**src/rtl/matrix_stream_ctrl_2x2_pkg.sv**
```systemverilog
// matrix_pkg: shared types and constants for the 2x2 matrix streaming controller.
//   DEF_DW / DEF_CW : default element and result widths
//   state_t         : controller FSM states
//   IDX_*           : arrival order of the eight input elements
//   pack_2x2 / unpack_c : helpers for the flattened 2x2 buses
//                         (element [i][j] lives at bits W*(2i+j) +: W)
package matrix_pkg;

    localparam int unsigned DEF_DW = 8;
    localparam int unsigned DEF_CW = 16;

    typedef enum logic [2:0] {
        ST_IDLE,
        ST_LOAD,
        ST_START,
        ST_WAIT,
        ST_DRAIN,
        ST_ERR
    } state_t;

    localparam logic [2:0] IDX_A00 = 3'd0;
    localparam logic [2:0] IDX_A01 = 3'd1;
    localparam logic [2:0] IDX_A10 = 3'd2;
    localparam logic [2:0] IDX_A11 = 3'd3;
    localparam logic [2:0] IDX_B00 = 3'd4;
    localparam logic [2:0] IDX_B01 = 3'd5;
    localparam logic [2:0] IDX_B10 = 3'd6;
    localparam logic [2:0] IDX_B11 = 3'd7;

    function automatic logic [4*DEF_DW-1:0] pack_2x2(
        input logic [DEF_DW-1:0] e00,
        input logic [DEF_DW-1:0] e01,
        input logic [DEF_DW-1:0] e10,
        input logic [DEF_DW-1:0] e11
    );
        return {e11, e10, e01, e00};
    endfunction

    function automatic logic [DEF_CW-1:0] unpack_c(
        input logic [4*DEF_CW-1:0] bus,
        input logic [1:0]          idx
    );
        return bus[DEF_CW*idx +: DEF_CW];
    endfunction

endpackage

```
**src/rtl/matrix_stream_ctrl_2x2_out_ser.sv**
```systemverilog
// matrix_out_ser: holds the four C results and serialises them onto a
// valid/ready stream in order C00, C01, C10, C11.
//   clk, rst_n  : clock, asynchronous active-low reset
//   load        : capture c_in and start a new burst
//   c_in        : packed C (element [i][j] at CW*(2i+j) +: CW)
//   out_ready   : downstream accepts when high with out_valid
//   out_valid   : a result is presented
//   out_data    : current result (0 when not valid)
//   out_last    : high with C11
//   done        : handshake of C11 this cycle
module matrix_out_ser
    import matrix_pkg::*;
#(
    parameter int unsigned CW = DEF_CW
) (
    input  logic            clk,
    input  logic            rst_n,
    input  logic            load,
    input  logic [4*CW-1:0] c_in,
    input  logic            out_ready,
    output logic            out_valid,
    output logic [CW-1:0]   out_data,
    output logic            out_last,
    output logic            done
);

    logic [CW-1:0] r_c [4];
    logic [1:0]    r_idx;
    logic          r_valid;

    always_ff @(posedge clk or negedge rst_n) begin
        if (!rst_n) begin
            r_valid <= 1'b0;
            r_idx   <= '0;
            for (int unsigned i = 0; i < 4; i++) r_c[i] <= '0;
        end else if (load) begin
            r_valid <= 1'b1;
            r_idx   <= '0;
            for (int unsigned i = 0; i < 4; i++) r_c[i] <= c_in[CW*i +: CW];
        end else if (r_valid && out_ready) begin
            // Index wraps 3 -> 0 on its own, ready for the next burst.
            r_idx <= r_idx + 2'd1;
            if (r_idx == 2'd3) r_valid <= 1'b0;
        end
    end

    assign out_valid = r_valid;
    assign out_data  = r_valid ? r_c[r_idx] : '0;
    assign out_last  = r_valid && (r_idx == 2'd3);
    assign done      = r_valid && out_ready && (r_idx == 2'd3);

endmodule

```
**src/rtl/matrix_stream_ctrl_2x2.sv**
```systemverilog
// matrix_stream_ctrl_2x2: streaming front/back end for a 2x2 matrix multiplier.
// Collects A then B (8 signed elements) from a valid/ready stream, pulses
// mm_start, waits for mm_done (bounded by TIMEOUT cycles), captures C and
// returns the four results over a valid/ready stream.
//   clk, rst_n             : clock, asynchronous active-low reset
//   in_valid/in_ready/in_data : element input, order A00..A11, B00..B11
//   mm_start, mm_a, mm_b   : multiplier request (A/B held while busy)
//   mm_c, mm_done          : multiplier response
//   out_valid/out_ready/out_data/out_last : result output, C00..C11
//   err                    : one-cycle pulse on multiplier timeout
//   busy                   : high outside IDLE and LOAD
module matrix_stream_ctrl_2x2
    import matrix_pkg::*;
#(
    parameter int unsigned DW      = DEF_DW,
    parameter int unsigned CW      = DEF_CW,
    parameter int unsigned TIMEOUT = 64
) (
    input  logic            clk,
    input  logic            rst_n,
    input  logic            in_valid,
    output logic            in_ready,
    input  logic [DW-1:0]   in_data,
    output logic            mm_start,
    output logic [4*DW-1:0] mm_a,
    output logic [4*DW-1:0] mm_b,
    input  logic [4*CW-1:0] mm_c,
    input  logic            mm_done,
    output logic            out_valid,
    input  logic            out_ready,
    output logic [CW-1:0]   out_data,
    output logic            out_last,
    output logic            err,
    output logic            busy
);

    localparam int unsigned    TW   = $clog2(TIMEOUT);
    localparam logic [TW-1:0]  TMAX = TW'(TIMEOUT - 1);

    state_t          r_state;
    state_t          w_next;
    logic [2:0]      r_cnt;
    logic [TW-1:0]   r_tcnt;
    logic [4*DW-1:0] r_a;
    logic [4*DW-1:0] r_b;
    logic            w_in_hs;
    logic            w_load_c;
    logic            w_ser_done;

    assign w_in_hs  = (r_state == ST_LOAD) && in_valid;
    assign w_load_c = (r_state == ST_WAIT) && mm_done;

    always_ff @(posedge clk or negedge rst_n) begin
        if (!rst_n) r_state <= ST_IDLE;
        else        r_state <= w_next;
    end

    always_comb begin
        w_next = r_state;
        case (r_state)
            ST_IDLE:  w_next = ST_LOAD;
            ST_LOAD:  if (w_in_hs && (r_cnt == IDX_B11)) w_next = ST_START;
            ST_START: w_next = ST_WAIT;
            // done on the final permitted cycle wins over the timeout
            ST_WAIT:  if (mm_done)               w_next = ST_DRAIN;
                      else if (r_tcnt == TMAX)   w_next = ST_ERR;
            ST_DRAIN: if (w_ser_done) w_next = ST_LOAD;
            ST_ERR:   w_next = ST_LOAD;
            default:  w_next = ST_IDLE;
        endcase
    end

    always_comb begin
        in_ready = 1'b0;
        mm_start = 1'b0;
        err      = 1'b0;
        busy     = 1'b1;
        case (r_state)
            ST_IDLE:  busy     = 1'b0;
            ST_LOAD:  begin in_ready = 1'b1; busy = 1'b0; end
            ST_START: mm_start = 1'b1;
            ST_ERR:   err      = 1'b1;
            default:  ;
        endcase
    end

    // Element counter and A/B slots: counter bit 2 selects B, bits 1:0 the slot.
    always_ff @(posedge clk or negedge rst_n) begin
        if (!rst_n) begin
            r_cnt <= '0;
            r_a   <= '0;
            r_b   <= '0;
        end else if (w_in_hs) begin
            r_cnt <= (r_cnt == IDX_B11) ? '0 : r_cnt + 3'd1;
            if (!r_cnt[2]) r_a[DW*r_cnt[1:0] +: DW] <= in_data;
            else           r_b[DW*r_cnt[1:0] +: DW] <= in_data;
        end
    end

    // Timeout counter is held at 0 outside WAIT so it starts from 0 on entry.
    always_ff @(posedge clk or negedge rst_n) begin
        if (!rst_n)                           r_tcnt <= '0;
        else if (r_state != ST_WAIT)          r_tcnt <= '0;
        else if (!mm_done && r_tcnt != TMAX)  r_tcnt <= r_tcnt + 1'b1;
    end

    assign mm_a = r_a;
    assign mm_b = r_b;

    matrix_out_ser #(
        .CW(CW)
    ) u_out_ser (
        .clk       (clk),
        .rst_n     (rst_n),
        .load      (w_load_c),
        .c_in      (mm_c),
        .out_ready (out_ready),
        .out_valid (out_valid),
        .out_data  (out_data),
        .out_last  (out_last),
        .done      (w_ser_done)
    );

endmodule

```
**config.mk**
```make
export PLATFORM = sky130hd
export DESIGN_NAME = matrix_stream_ctrl_2x2
export DESIGN_NICKNAME = d
export VERILOG_FILES = /design/src/rtl/matrix_stream_ctrl_2x2_pkg.sv /design/src/rtl/matrix_stream_ctrl_2x2_out_ser.sv /design/src/rtl/matrix_stream_ctrl_2x2.sv
export SDC_FILE = /design/constraint.sdc
export NUM_CORES = 1
export LEC_CHECK = 0
export CORE_ASPECT_RATIO = 1.2
export CORE_MARGIN = 4
export CORE_UTILIZATION = 30
export DETAILED_ROUTE_END_ITERATION = 10
export DONT_BUFFER_PORTS = 1
export PLACE_DENSITY = 0.53
export SLEW_MARGIN = 20
export SYNTH_ARGS = -nofsm -noshare
export SYNTH_HDL_FRONTEND = slang
export SYNTH_SLANG_ARGS = --single-unit
```
**constraint.sdc**
```tcl
create_clock -name clk -period 3.3 [get_ports clk]
set_input_delay 0.165 -clock clk [delete_from_list [all_inputs] [get_ports clk]]
set_output_delay 0.165 -clock clk [all_outputs]
set_load 0.05 [all_outputs]
```
**Yosys cells after proc, flatten, opt, wreduce, memory -nomap -nowiden**

Cells that the tools add are included.

- Bits of input ports: 77
- Flip-flop bits (word level): 143
- Word-level logic and storage cells: 74

- Reduce and logical (&&, ||, !) cells: 18
- Equal/unequal tests: 13
- Add/sub/neg operators: 4
- Shift operators: 2
- Bitwise gates (word level): 2
- Magnitude comparators: 1
- Mux-type cells: 23

Operator list:

| kind | count |
|---|---|
| 32-bit bitwise mux | 2 |
| 16-bit 2-to-1 mux | 3 |
| 5-bit negation with 34-bit output | 1 |
| 8-bit by 34-bit variable shift with 32-bit output, first input constant | 1 |
| 8-bit by 34-bit variable part select with 32-bit output | 1 |
| 16-bit binary-select mux with 2-bit select | 1 |
| 3-bit 2-to-1 mux | 5 |
| 3-bit one-hot mux with 5 select lines | 1 |
| 6-bit 2-to-1 mux | 2 |
| 3-bit == test, second input constant | 3 |
| 1-bit logical AND | 7 |
| 1-bit 2-to-1 mux | 7 |
| 6-bit by 1-bit adder with 6-bit output, second input constant | 1 |
| 3-bit by 2-bit == test with 1-bit output, second input constant | 2 |
| 6-bit == test, second input constant | 1 |
| 3-bit by 2-bit inequality test with 1-bit output, second input constant | 2 |
| 6-bit inequality test, second input constant | 1 |
| 2-bit AND reduction | 3 |
| 2-bit nonzero test | 3 |
| 2-bit 2-to-1 mux | 2 |
| 2-bit by 1-bit inequality test with 1-bit output, second input constant | 2 |
| 2-bit OR reduction | 2 |
| 3-bit by 1-bit adder with 3-bit output, second input constant | 1 |
| 3-bit by 1-bit == test with 1-bit output, second input constant | 1 |
| other kinds (8) | 8 |

**Depth between registers and ports, before layout**

- Depth in word-level cells: 5
- Mapped depth: 7
- Gate-level depth less buffers: 5

**Modules after synthesis**

Synthesis repeated with hierarchy kept, for this count alone.

- Cells, all modules: 454
- Area, all modules: 6,586.3 µm²

By module, submodules not included:

| module | sequential area each (µm²) | instances | cells an instance | area an instance (µm²) |
|---|---|---|---|---|
| matrix_stream_ctrl_2x2 | 1,901.8 | 1 | 247 | 3,478.3 |
| matrix_out_ser | 1,676.6 | 1 | 207 | 3,108.0 |

**Worst setup path after synthesis**

No wires, ideal clock.

- Kind: register -> output
- Start point: register u_out_ser.r_idx[0]
- End point: output port out_data[2]
- Arrival: 1.726 ns
- Data required time: 3.135 ns
- Path slack: 1.409 ns
- Path buffers: 2
- Stages on the path, launching flop included: 5
- Cells stage by stage: dfrtp_1 > buf_2 > buf_2 > mux4_2 > and2_1

- Longest elaborated chain between the ends: 5

RTL lines:

| item | line | RTL |
|---|---|---|
| from (decl) | matrix_stream_ctrl_2x2_out_ser.sv:28 | `logic [1:0] r_idx;` |
| from (signal assigned) | matrix_stream_ctrl_2x2_out_ser.sv:42 | `r_idx <= r_idx + 2'd1;` |
| 2-bit NOT with 3-bit output (not written as such) | matrix_stream_ctrl_2x2_out_ser.sv:48 | `assign out_data = r_valid ? r_c[r_idx] : '0;` |
| 16-bit binary-select mux with 2-bit select | matrix_stream_ctrl_2x2_out_ser.sv:48 |  |
| 16-bit 2-to-1 mux (not written as such) (2 in a row) | matrix_stream_ctrl_2x2_out_ser.sv:48 |  |
| 16-bit 2-to-1 mux | matrix_stream_ctrl_2x2_out_ser.sv:48 |  |
| to (decl) | matrix_stream_ctrl_2x2.sv:31 | `output logic [CW-1:0] out_data,` |

No other way between the ends. The select of a mux whose other input is x is not followed.

**Worst setup path in the final report**

- Start point: register u_out_ser.r_idx[1]
- End point: output port out_data[3]

Same word-level chain as after synthesis.

==> run summary <==
The iteration count of the initial detailed-routing pass came out at 6. The tree built by TritonCTS fans out to 143 sinks. The number of H-tree levels came out at 4. The number of design-rule violations left by the first detailed-router iteration is slightly below 100. The die extent in y is between 150 and 200 µm.

The largest vdd supply drop came out at 0.522 mV. The adder and majority cell fraction of the synthesized area came out at 0.0172. The worst setup path is captured at an output pin. The overall routed net length came out at 15300 µm. In the final layout, the share of cells above drive strength 1 is 0.366. By area, the combinational part of the netlist is dominated by multiplexers. The summed negative setup slack over all endpoints came out at 0 ns. The detail-routed via count per cell is 4.80. Once the clock tree was built, the setup fixing pass inserted 0 buffers. The placeable core area came out at 21200 µm². The post-synthesis instance total came out at 433. The total number of placement rows is 58. The maximum count of clock buffers along a single path is 2. The startpoint of the most critical setup path is u_out_ser.r_idx[1]. The total CTS buffers came out at 17. Of the total synthesized cell area, the portion taken by AND, OR, NAND and NOR gates is 0.100.

The worst flop-to-flop path endpoint is mm_a[2]. The portion of synthesized area spent on multiplexers is 0.296. The instance area after placement is 6780 µm². The worst-case headroom to the max-slew limit came out at 0.386.

Setup violations remaining at the end of the flow were counted as 0. The source of the worst register-to-register timing path is r_cnt[0]. The overall power is 8.81 mW. By startpoint and endpoint, the worst setup path is classified as flip-flop to output pin. The fraction of the mapped netlist area in compound gates came to 0.0146. The synthesized area divided by synthesized cell count is 15.1 µm². The total I/O pin count came out at 163. The worst reg-to-reg path cell count is 5. The max-slew violation total from the final report came to 0. The footprint of the flip-flops and latches came out at around 3600 µm². The setup check on the worst reg-to-reg path leaves a slack of 1.11 ns.

The tree is rooted in a clkbuf_16. The checks that failed: negative hold slack. The final antenna diode count is 0.

The via count of the first global-routing pass was between 4000 and 5000. The power density over the cells came out at between 1000 and 1500 nW/µm². The count of hold-fix buffers inserted at cts is 65. The area share of xor/xnor cells in the synthesized design came out at 0.00134. The number of nets in the finished design is 587. The first-pass GRT wire length came out at 24000 µm. The area growth from synthesis to layout is 22.5%. The TritonCTS clock tree is yes. Dividing the final minimum period by the clock period gives 0.714. Following the worst setup path forward leads to its endpoint at out_data[3]. The detailed placer's ending HPWL came out at between 10000 and 15000 µm. The worst setup path is launched from a flip-flop. The sequential-to-total area share from yosys stat came out at 0.548. In this run the worst hold path is classified as input port to asynchronous set/reset pin. The width of the die is 143 µm.

The initial antenna violation count is 0. Max-cap violations in this run came to 0. The worst hold slack came out at -0.553 ns. The total non-filler cell area in the finished layout is 8000 µm². Timing would allow up to 424 MHz. For the pin with the worst max-slew slack, the measured transition is 0.917 ns. The layout filler cell count is 1987. The number of nets produced by synthesis is ~520. The multi-input combinational cells in the finished layout cover a total of 2820 µm². The initial utilization of the core area, before any placement, comes to 0.308. The total track usage came out at 0.128. The flow ran to the end, but the final reports show violations. The routed length per placed instance came out at about 20 µm. The clock transition at the registers of the reported paths is 0.06 ns.

STA puts the critical path data required time at 3.13 ns. The latest clock arrival within the worst-skew pair came out at about 0.41 ns. The residual DRC count is 0.

The maximum number of pins on one net before global-route repair is 144. Setup repair after global routing left no endpoint under its margin. The die covers ~24000 µm².

The number of hold-slack violations in the final timing report is 143. The port buffer count is 0. The netlist area before placement came out at 6530 µm². The final setup skew came out at 0.0105 ns.

The worst path arrival time came out at 2.19 ns. The warning count from the yosys run is 0. The leakage dissipation came out at 3.66 nW. The peak fanout along the critical path is 18. The post-layout minimum cycle time is 2.36 ns. The final global-route overflow total is 0. Routability-driven placement finished with a final weighted congestion of 0.729. The remaining antenna violation count is 0. In this run, synthesis produced a sequential element count of approximately 140. The routed layout has 3767 vias. The number of distinct library cells after synthesis came out at 38.
kinds of logic after synthesis:
logic type,count (synthesis)
mux,148
flops,143
simple gates,95
buf+inv,21
fa+ha+maj,9
compound gates,16
xor+xnor,1
registers in the layout, summed over array words and instances (netlist names):
| signal | count |
|---|---|
| u_out_ser.r_c | 64 |
| r_tcnt | 6 |
| mm_a | 32 |
| u_out_ser.out_valid | 1 |
| r_state | 3 |
| r_cnt | 3 |
| mm_b | 32 |
| u_out_ser.r_idx | 2 |
report_power, final:
part	total, mW	leakage [nW]	switching, mW	internal [mW]
clock	1.85	0.282	0.772	1.07
sequential	4.16	1.84	1.69	2.47
combinational	2.79	1.54	1.45	1.35
layout make-up:
cell class              instances  share of cell area
multi-input cells             269               0.352
flip-flops and latches        143               0.447
well taps                     270              0.0422
clock buffers                  19              0.0554
clock inverters                13              0.0164
repair buffers                 68              0.0857
inverters                       2            0.000938
Yosys cell counts, drive strengths merged:
| cell | instances | area share |
|---|---|---|
| and3b | 3 | 0.0040 |
| o21a | 1 | 0.0011 |
| ha | 9 | 0.017 |
| mux2 | 129 | 0.24 |
| and2 | 49 | 0.047 |
| mux2i | 3 | 0.0046 |
| nor2b | 2 | 0.0019 |
| nand2 | 12 | 0.0069 |
| nand2b | 1 | 0.00096 |
| nor3 | 1 | 0.00077 |
| nor2 | 2 | 0.0011 |
| a21o | 1 | 0.0011 |
| and4b | 2 | 0.0031 |
| a31oi | 5 | 0.0048 |
| o22ai | 1 | 0.00096 |
| inv | 2 | 0.0011 |
| mux4 | 16 | 0.055 |
| nor3b | 5 | 0.0057 |
| xor2 | 1 | 0.0013 |
| nor4bb | 1 | 0.0015 |
| nand3 | 5 | 0.011 |
| o21ai | 4 | 0.0031 |
| dfrtp | 143 | 0.55 |
| clkbuf | 4 | 0.0023 |
| and4bb | 1 | 0.0019 |
| buf | 15 | 0.020 |
| and3 | 3 | 0.0029 |
| a211oi | 1 | 0.0011 |
| nand3b | 6 | 0.0092 |
| a21oi | 3 | 0.0023 |
| or2 | 2 | 0.0019 |
what timing repair did:
item | in CTS | in global routing
hold endpoints to repair | 211 | 143
resized for setup | 0 | 0
setup endpoints to repair | 0 | 0
worst max-delay path, cell delays in order (launching register included):
cell and delay, ns:
dfrtp_1 0.94, mux4_2 0.36, and2_1 0.47
placed cells by master, fill, tap and decap left out, types with 3 or more instances in the layout:
| cell | Yosys | routed |
|---|---|---|
| dfrtp_1 | 143 | 143 |
| mux2_2 | 101 | 101 |
| dlygate4sd3_1 | 0 | 65 |
| and2_1 | 49 | 49 |
| mux2_4 | 24 | 24 |
| clkbuf_16 | 0 | 17 |
| mux4_2 | 16 | 16 |
| nand2_1 | 12 | 11 |
| ha_1 | 9 | 9 |
| a31oi_1 | 5 | 5 |
| clkinv_4 | 0 | 5 |
| mux2_1 | 4 | 4 |
| o21ai_0 | 4 | 4 |
| nand3b_2 | 4 | 4 |
| nand3_4 | 4 | 4 |
| and3b_1 | 3 | 3 |
| and3_1 | 3 | 3 |
| nor3b_1 | 5 | 3 |
| mux2i_1 | 3 | 3 |
| a21oi_1 | 3 | 3 |
through the flow:
| stage | instances | utilization | setup WS [ns] | hold WS (ns) |
|---|---|---|---|---|
| 2_1_floorplan | 433 | - | 1.41 | -0.131 |
| 3_3_place_gp | 687 | 0.320 | 1.13 | -0.127 |
| 3_5_place_dp | 687 | 0.320 | 1.10 | -0.126 |
| 4_1_cts | 784 | 0.378 | 0.869 | -0.580 |
| 5_1_grt | 784 | 0.378 | 0.794 | -0.583 |
| 6_report | 784 | 0.378 | 0.943 | -0.553 |
worst min path at each step:
stage,from,end,slack (ns)
global route,rst_n,u_out_ser.r_c[44],-0.58
finish,rst_n,u_out_ser.r_c[60],-0.55
global placement,rst_n,u_out_ser.r_c[44],-0.13
CTS,rst_n,u_out_ser.r_c[60],-0.58
floorplan,rst_n,mm_a[0],-0.13
detailed placement,rst_n,u_out_ser.r_c[12],-0.13
per-layer routing:
metal	vias up	wire, µm	track usage
li1	1688	-	-
met1	1918	6230	0.152
met2	146	7190	0.206
met3	15	1720	0.0617
met4	0	182	0.0409
met5	-	0	0
Note: power is estimated with default switching activity, not from simulation.
